## src/rtl/anim_pkg.sv

```systemverilog
// Shared types and sequence lengths for the character animation controller.
// The state encoding and frame counts are the contract with the sprite reader.
package anim_pkg;

  typedef enum logic [7:0] {
    ST_STAND   = 8'd0,
    ST_ATTACK  = 8'd1,
    ST_MOVEL   = 8'd2,
    ST_MOVER   = 8'd3,
    ST_DEFENSE = 8'd4,
    ST_HURT    = 8'd5
  } char_state_t;

  localparam logic [7:0] STAND_FRAMES    = 8'd9;
  localparam logic [7:0] FORWARD_FRAMES  = 8'd10;
  localparam logic [7:0] BACKWARD_FRAMES = 8'd9;
  localparam logic [7:0] ATTACK_FRAMES   = 8'd6;
  localparam logic [7:0] DEFENSE_FRAMES  = 8'd1;
  localparam logic [7:0] HURT_FRAMES     = 8'd5;

  // Number of frames in the sequence shown for a given state.
  function automatic logic [7:0] frames_of(char_state_t s);
    case (s)
      ST_ATTACK:  return ATTACK_FRAMES;
      ST_MOVEL:   return FORWARD_FRAMES;
      ST_MOVER:   return BACKWARD_FRAMES;
      ST_DEFENSE: return DEFENSE_FRAMES;
      ST_HURT:    return HURT_FRAMES;
      default:    return STAND_FRAMES;
    endcase
  endfunction

endpackage

```

## src/rtl/frame_tick_sync.sv

```systemverilog
// Brings the asynchronous frame strobe into the Clk domain and turns each
// rising edge into a single-cycle tick, three Clk edges after the rise.
module frame_tick_sync (
  input  logic Clk,
  input  logic Reset_n,
  input  logic frame_clk,
  output logic tick
);

  // sync_pipe[0..1] is the metastability pair, sync_pipe[2] the edge-detect delay.
  logic [2:0] sync_pipe;

  // Synchronizer shift register and registered rising-edge pulse.
  always_ff @(posedge Clk or negedge Reset_n) begin
    if (!Reset_n) begin
      sync_pipe <= '0;
      tick      <= 1'b0;
    end else begin
      sync_pipe <= {sync_pipe[1:0], frame_clk};
      tick      <= sync_pipe[1] & ~sync_pipe[2];
    end
  end

endmodule

```

## src/rtl/character_anim_ctrl.sv

```systemverilog
// Turns player/game commands into a sprite state, frame index and x position,
// stepping only on the synchronized frame tick (hit capture excepted).
module character_anim_ctrl
  import anim_pkg::*;
#(
  parameter int unsigned TICKS_PER_FRAME = 4,
  parameter int unsigned X_INIT          = 400,
  parameter int unsigned X_MIN           = 0,
  parameter int unsigned X_MAX           = 539,
  parameter int unsigned STEP            = 2
) (
  input  logic       Clk,
  input  logic       Reset_n,
  input  logic       frame_clk,
  input  logic       move_left,
  input  logic       move_right,
  input  logic       attack_req,
  input  logic       defense_req,
  input  logic       hit,
  output logic [7:0] character_state,
  output logic [7:0] frame_num,
  output logic [9:0] pos_x,
  output logic       busy
);

  localparam logic [3:0] TPF_LAST = 4'(TICKS_PER_FRAME - 1);

  logic        tick;
  logic        hit_pend;
  char_state_t state_q, nxt_state, choice;
  logic [3:0]  tick_cnt, nxt_cnt;
  logic [7:0]  nxt_frame, last_frame;
  logic [9:0]  nxt_x;
  logic [10:0] x_ext, x_inc;
  logic        restart, seq_done;

  frame_tick_sync u_sync (
    .Clk      (Clk),
    .Reset_n  (Reset_n),
    .frame_clk(frame_clk),
    .tick     (tick)
  );

  assign character_state = state_q;

  // Hit is held until the next tick; a hit on the tick cycle itself stays pending.
  always_ff @(posedge Clk or negedge Reset_n) begin
    if (!Reset_n)  hit_pend <= 1'b0;
    else if (tick) hit_pend <= hit;
    else if (hit)  hit_pend <= 1'b1;
  end

  // Command priority below hurt; conflicting move requests mean stand.
  always_comb begin
    choice = ST_STAND;
    if (attack_req)                     choice = ST_ATTACK;
    else if (defense_req)               choice = ST_DEFENSE;
    else if (move_left && !move_right)  choice = ST_MOVEL;
    else if (move_right && !move_left)  choice = ST_MOVER;
  end

  // Next state, frame and tick counter; one-shots only yield at end of sequence.
  always_comb begin
    nxt_state  = state_q;
    restart    = 1'b0;
    last_frame = frames_of(state_q) - 8'd1;
    seq_done   = (tick_cnt == TPF_LAST) && (frame_num == last_frame);
    case (state_q)
      ST_HURT: begin
        if (hit_pend)      restart = 1'b1;
        else if (seq_done) begin nxt_state = choice; restart = 1'b1; end
      end
      ST_ATTACK: begin
        if (hit_pend)      begin nxt_state = ST_HURT; restart = 1'b1; end
        else if (seq_done) begin nxt_state = choice;  restart = 1'b1; end
      end
      default: begin
        nxt_state = hit_pend ? ST_HURT : choice;
        restart   = (nxt_state != state_q);
      end
    endcase

    nxt_cnt   = tick_cnt + 4'd1;
    nxt_frame = frame_num;
    if (restart) begin
      nxt_cnt   = '0;
      nxt_frame = '0;
    end else if (tick_cnt == TPF_LAST) begin
      nxt_cnt   = '0;
      nxt_frame = (frame_num == last_frame) ? 8'd0 : frame_num + 8'd1;
    end
  end

  // Position step for the state being entered, clamped in 11 bits.
  always_comb begin
    x_ext = {1'b0, pos_x};
    x_inc = x_ext + 11'(STEP);
    nxt_x = pos_x;
    if (nxt_state == ST_MOVEL) begin
      if (x_ext < 11'(X_MIN) + 11'(STEP)) nxt_x = 10'(X_MIN);
      else                                nxt_x = pos_x - 10'(STEP);
    end else if (nxt_state == ST_MOVER) begin
      if (x_inc > 11'(X_MAX)) nxt_x = 10'(X_MAX);
      else                    nxt_x = x_inc[9:0];
    end
  end

  // Registered outputs, all updated on the cycle after tick.
  always_ff @(posedge Clk or negedge Reset_n) begin
    if (!Reset_n) begin
      state_q   <= ST_STAND;
      frame_num <= '0;
      tick_cnt  <= '0;
      pos_x     <= 10'(X_INIT);
      busy      <= 1'b0;
    end else if (tick) begin
      state_q   <= nxt_state;
      frame_num <= nxt_frame;
      tick_cnt  <= nxt_cnt;
      pos_x     <= nxt_x;
      busy      <= (nxt_state == ST_ATTACK) || (nxt_state == ST_HURT);
    end
  end

endmodule
```

## config.mk

```make
export PLATFORM = sky130hd
export DESIGN_NAME = character_anim_ctrl
export DESIGN_NICKNAME = d
export VERILOG_FILES = /design/src/rtl/anim_pkg.sv /design/src/rtl/frame_tick_sync.sv /design/src/rtl/character_anim_ctrl.sv
export SDC_FILE = /design/constraint.sdc
export NUM_CORES = 1
export LEC_CHECK = 0
export BUFFER_PORTS_ARGS = -buffer_cell sky130_fd_sc_hd__buf_2
export CORE_ASPECT_RATIO = 1.1
export CORE_UTILIZATION = 39
export CTS_CLUSTER_DIAMETER = 80
export DETAILED_ROUTE_END_ITERATION = 7
export GPL_TIMING_DRIVEN = 1
export PLACE_DENSITY = 0.6
export SLEW_MARGIN = 20
export SYNTH_ARGS = -nofsm -noshare
export SYNTH_HDL_FRONTEND = slang
export SYNTH_HIERARCHICAL = 1
export SYNTH_SLANG_ARGS = --single-unit
```

## constraint.sdc

```tcl
create_clock -name Clk -period 4.5 [get_ports Clk]
set_input_delay 0.45 -clock Clk [delete_from_list [all_inputs] [get_ports Clk]]
set_output_delay 0.45 -clock Clk [all_outputs]
set_load 0.02 [all_outputs]
```

==> run_results.csv <==
group,metric,value,unit
setup_path,endpoint_kind,"register",
die,die_x,77.0,µm
clock_network,hold_buffers,0,
sta,final-setup-viol-count,0,
yosys,syn_nets,293,
status,status,"completed",
setup_path,rr_worst_depth,11,
clock_network,clock-sinks,36,
yosys,yosysMostFrequentCell,"dfrtp_1",
die,ios,35,
place,dp_cells,378,
pwr,power_density,230,mW/mm²
job,cap_violations,0,
sta,tns,0,ns
global_route,grt_antenna_before_repair,0,
clock_network,clock_path_buffers,2,
clock_network,htreeDepth,2,
clock_network,cts_tree,"yes",
layout,area.growth.synth_to_final,12.5,%
layout,diodes,0,
sta,whs,0.270,ns
yosys,avgSynthCellArea,8.67,µm²
sta,slew_headroom,0.406,
hold_path,worst_hold_path_type,"in2async",
yosys,seq_area_frac_synth,0.375,
yosys,async_flop_share,1.00,
yosys,yosysWarnings,6,
setup_path,r2r-start,"character_state[4]$_DFFE_PN0P_",
sta,slew_viol_final,0,
global_route,grt_pass1_vias,2077,
global_route,grt_max_degree,37,
route,via_per_inst,5.71,
layout,drive_gt1_frac,0.192,
setup_path,r2r_slack,1.02,ns
yosys,synth_top_cell_area_share,0.343,
yosys,synthCells,278,
die,die_y,84.4,µm
setup_path,r2r_end,"pos_x[7]$_DFFE_PN1P_",
setup_path,criticalPathCategory,"reg2reg",
route,first_iter_violations,97,
sta,fin_crit_sh,0.774,
die,die_area,0.00650,mm²
yosys,ys_ff_latch,36,
die,num_rows,29,
yosys,synth.distinct_cells,60,
route,drc,0,
clock_network,cts-resized-gates,0,
die,core_area,0.00588,mm²
place,portBuffers,34,
pwr,ir_worst_vdd,0.149,mV
global_route,grt_overflow_total,0,
clock_network,clk_pin_slew,0.07,ns
clock_network,post-cts-setup-buffer-count,0,
yosys,synth_edf_count,0,
layout,fin_cells,385,
die,start_util,0.410,
clock_network,root_buffer,"clkbuf_8",
setup_path,cp-start-kind,"register",
yosys,yosys-top-cells-count,"dfrtp_1 (33), nor2_1 (27), nand2_1 (20)",
yosys,syn_area,0.00241,mm²
place,hpwl,4300,µm
sta,hold_violations,0,
route,wl_per_cell,15.6,µm
sta,worst_slew_pin_slew,0.869,ns
pwr,p_total,0.623,mW
route,ant_nets,0,
route,drt_wl_total,6010,µm
layout,fin_nets,323,
yosys,synth_ff_type,"dfrtp_1",
sta,max_freq,287,MHz
global_route,grt_pass1_wl,10200,µm
clock_network,cts_buffers,5,
yosys,synthTopCellsByArea,"dfrtp_1 (34%), nor2_1 (4.2%), ha_1 (3.6%), nor4_1 (3.4%), dfstp_2 (3.3%)",
setup_path,critPathMaxFanout,17,
setup_path,cp.required,4.72,ns
sta,grt_setup_unrepaired,"no",
place,place_congestion,0.837,
route,firstDrtPassIters,4,
clock_network,clk_latency,0.28,ns
pwr,leakage,1.20,nW
yosys,yosys.area.top_type,"dfrtp_1",
sta,period_needed,3.48,ns
setup_path,crit_arrival,3.70,ns
route,via_count,2199,
sta,clock-skew-final,0.00264,ns
global_route,grt_use_total,0.195,
how the worst max path moves through the flow:
| stage | from | endpoint | slack [ns] | depth (start not counted) |
|---|---|---|---|---|
| after global routing | character_state[4]$_DFFE_PN0P_ | pos_x[7]$_DFFE_PN1P_ | 0.70 | 11 |
| after CTS | character_state[4]$_DFFE_PN0P_ | pos_x[7]$_DFFE_PN1P_ | 0.98 | 11 |
| after global placement | character_state[4]$_DFFE_PN0P_ | pos_x[7]$_DFFE_PN1P_ | 1.13 | 11 |
| final | character_state[4]$_DFFE_PN0P_ | pos_x[7]$_DFFE_PN1P_ | 1.02 | 11 |
| after detailed placement | character_state[4]$_DFFE_PN0P_ | pos_x[7]$_DFFE_PN1P_ | 1.01 | 11 |
| after floorplan | character_state[4]$_DFFE_PN0P_ | pos_x[5]$_DFFE_PN0P_ | 1.33 | 11 |
sequential cells by signal, summed over array words and instances (netlist names):
register          cells
busy                  1
character_state       8
frame_num             8
hit_pend              1
pos_x                10
tick_cnt              4
u_sync/sync_pipe      3
u_sync/tick           1
cell usage in the layout, fill, tap and decap left out, drive strengths merged, types with 4 or more instances in the layout:
master / count
buf: 35
dfrtp: 33
nor2: 27
nand2: 20
nand3: 16
o21ai: 16
a21oi: 15
nor4: 14
nor3: 9
nor2b: 8
or3: 7
inv: 7
ha: 7
and3: 6
clkbuf: 6
xor2: 5
nand2b: 5
o211ai: 5
or4: 5
xnor2: 4
a21o: 4
a31oi: 4
nand4: 4
power by group:
part / switching, mW / internal (mW) / leakage [nW]
clock: 0.116 / 0.105 / 0.0410
combinational: 0.0335 / 0.0214 / 0.712
sequential: 0.0144 / 0.332 / 0.448
total: 0.163 / 0.459 / 1.20
layer usage:
metal / share of wire / wire, µm / vias to the layer above / GRT usage
met5: 0 / 0 / - / 0
met4: 0.0095 / 57 / 0 / 0.0559
met3: 0.032 / 193 / 7 / 0.0304
met2: 0.49 / 2930 / 52 / 0.328
met1: 0.47 / 2830 / 1052 / 0.257
li1: - / - / 1088 / -
logic make-up (layout without fill, tap and decap cells):
kind of cell,after synthesis,count (layout),share of synthesized area
AOI/OAI and AO/OA,65,65,0.184
buffers and inverters,20,50,0.0337
DFF,36,36,0.375
muxes,6,6,0.0265
xor gates and xnor gates,9,9,0.0327
other,1,1,0.00156
and+or+nand+nor,134,134,0.309
adders and majority gates,7,7,0.0363
critical path, stage by stage, from the launching register on:
cell	delay, ns
dfrtp_1	0.39
or3_1	0.45
or3_1	0.36
nor3_1	0.20
ha_1	0.18
xnor2_1	0.08
nor4_1	0.33
mux2i_1	0.24
o21ai_4	0.29
nand3_4	0.21
or4_1	0.58
nand4b_1	0.11
through the flow:
stage	setup WS (ns)	utilization	area, µm²
2_1_floorplan	1.33	-	2410
3_3_place_gp	1.13	0.448	2630
3_5_place_dp	1.01	0.448	2630
4_1_cts	0.982	0.461	2710
5_1_grt	0.696	0.461	2710
6_report	1.02	0.461	2710
final cells by class:
type | count | area [µm²]
fill | 618 | 3170
multi-input combinational | 222 | 1420
sequential | 36 | 905
timing repair buffer | 35 | 178
tap | 77 | 96.3
clock buffer | 6 | 72.6
inverter | 8 | 30.0
clock inverter | 1 | 5.00
(Power assumes the default switching activity.)
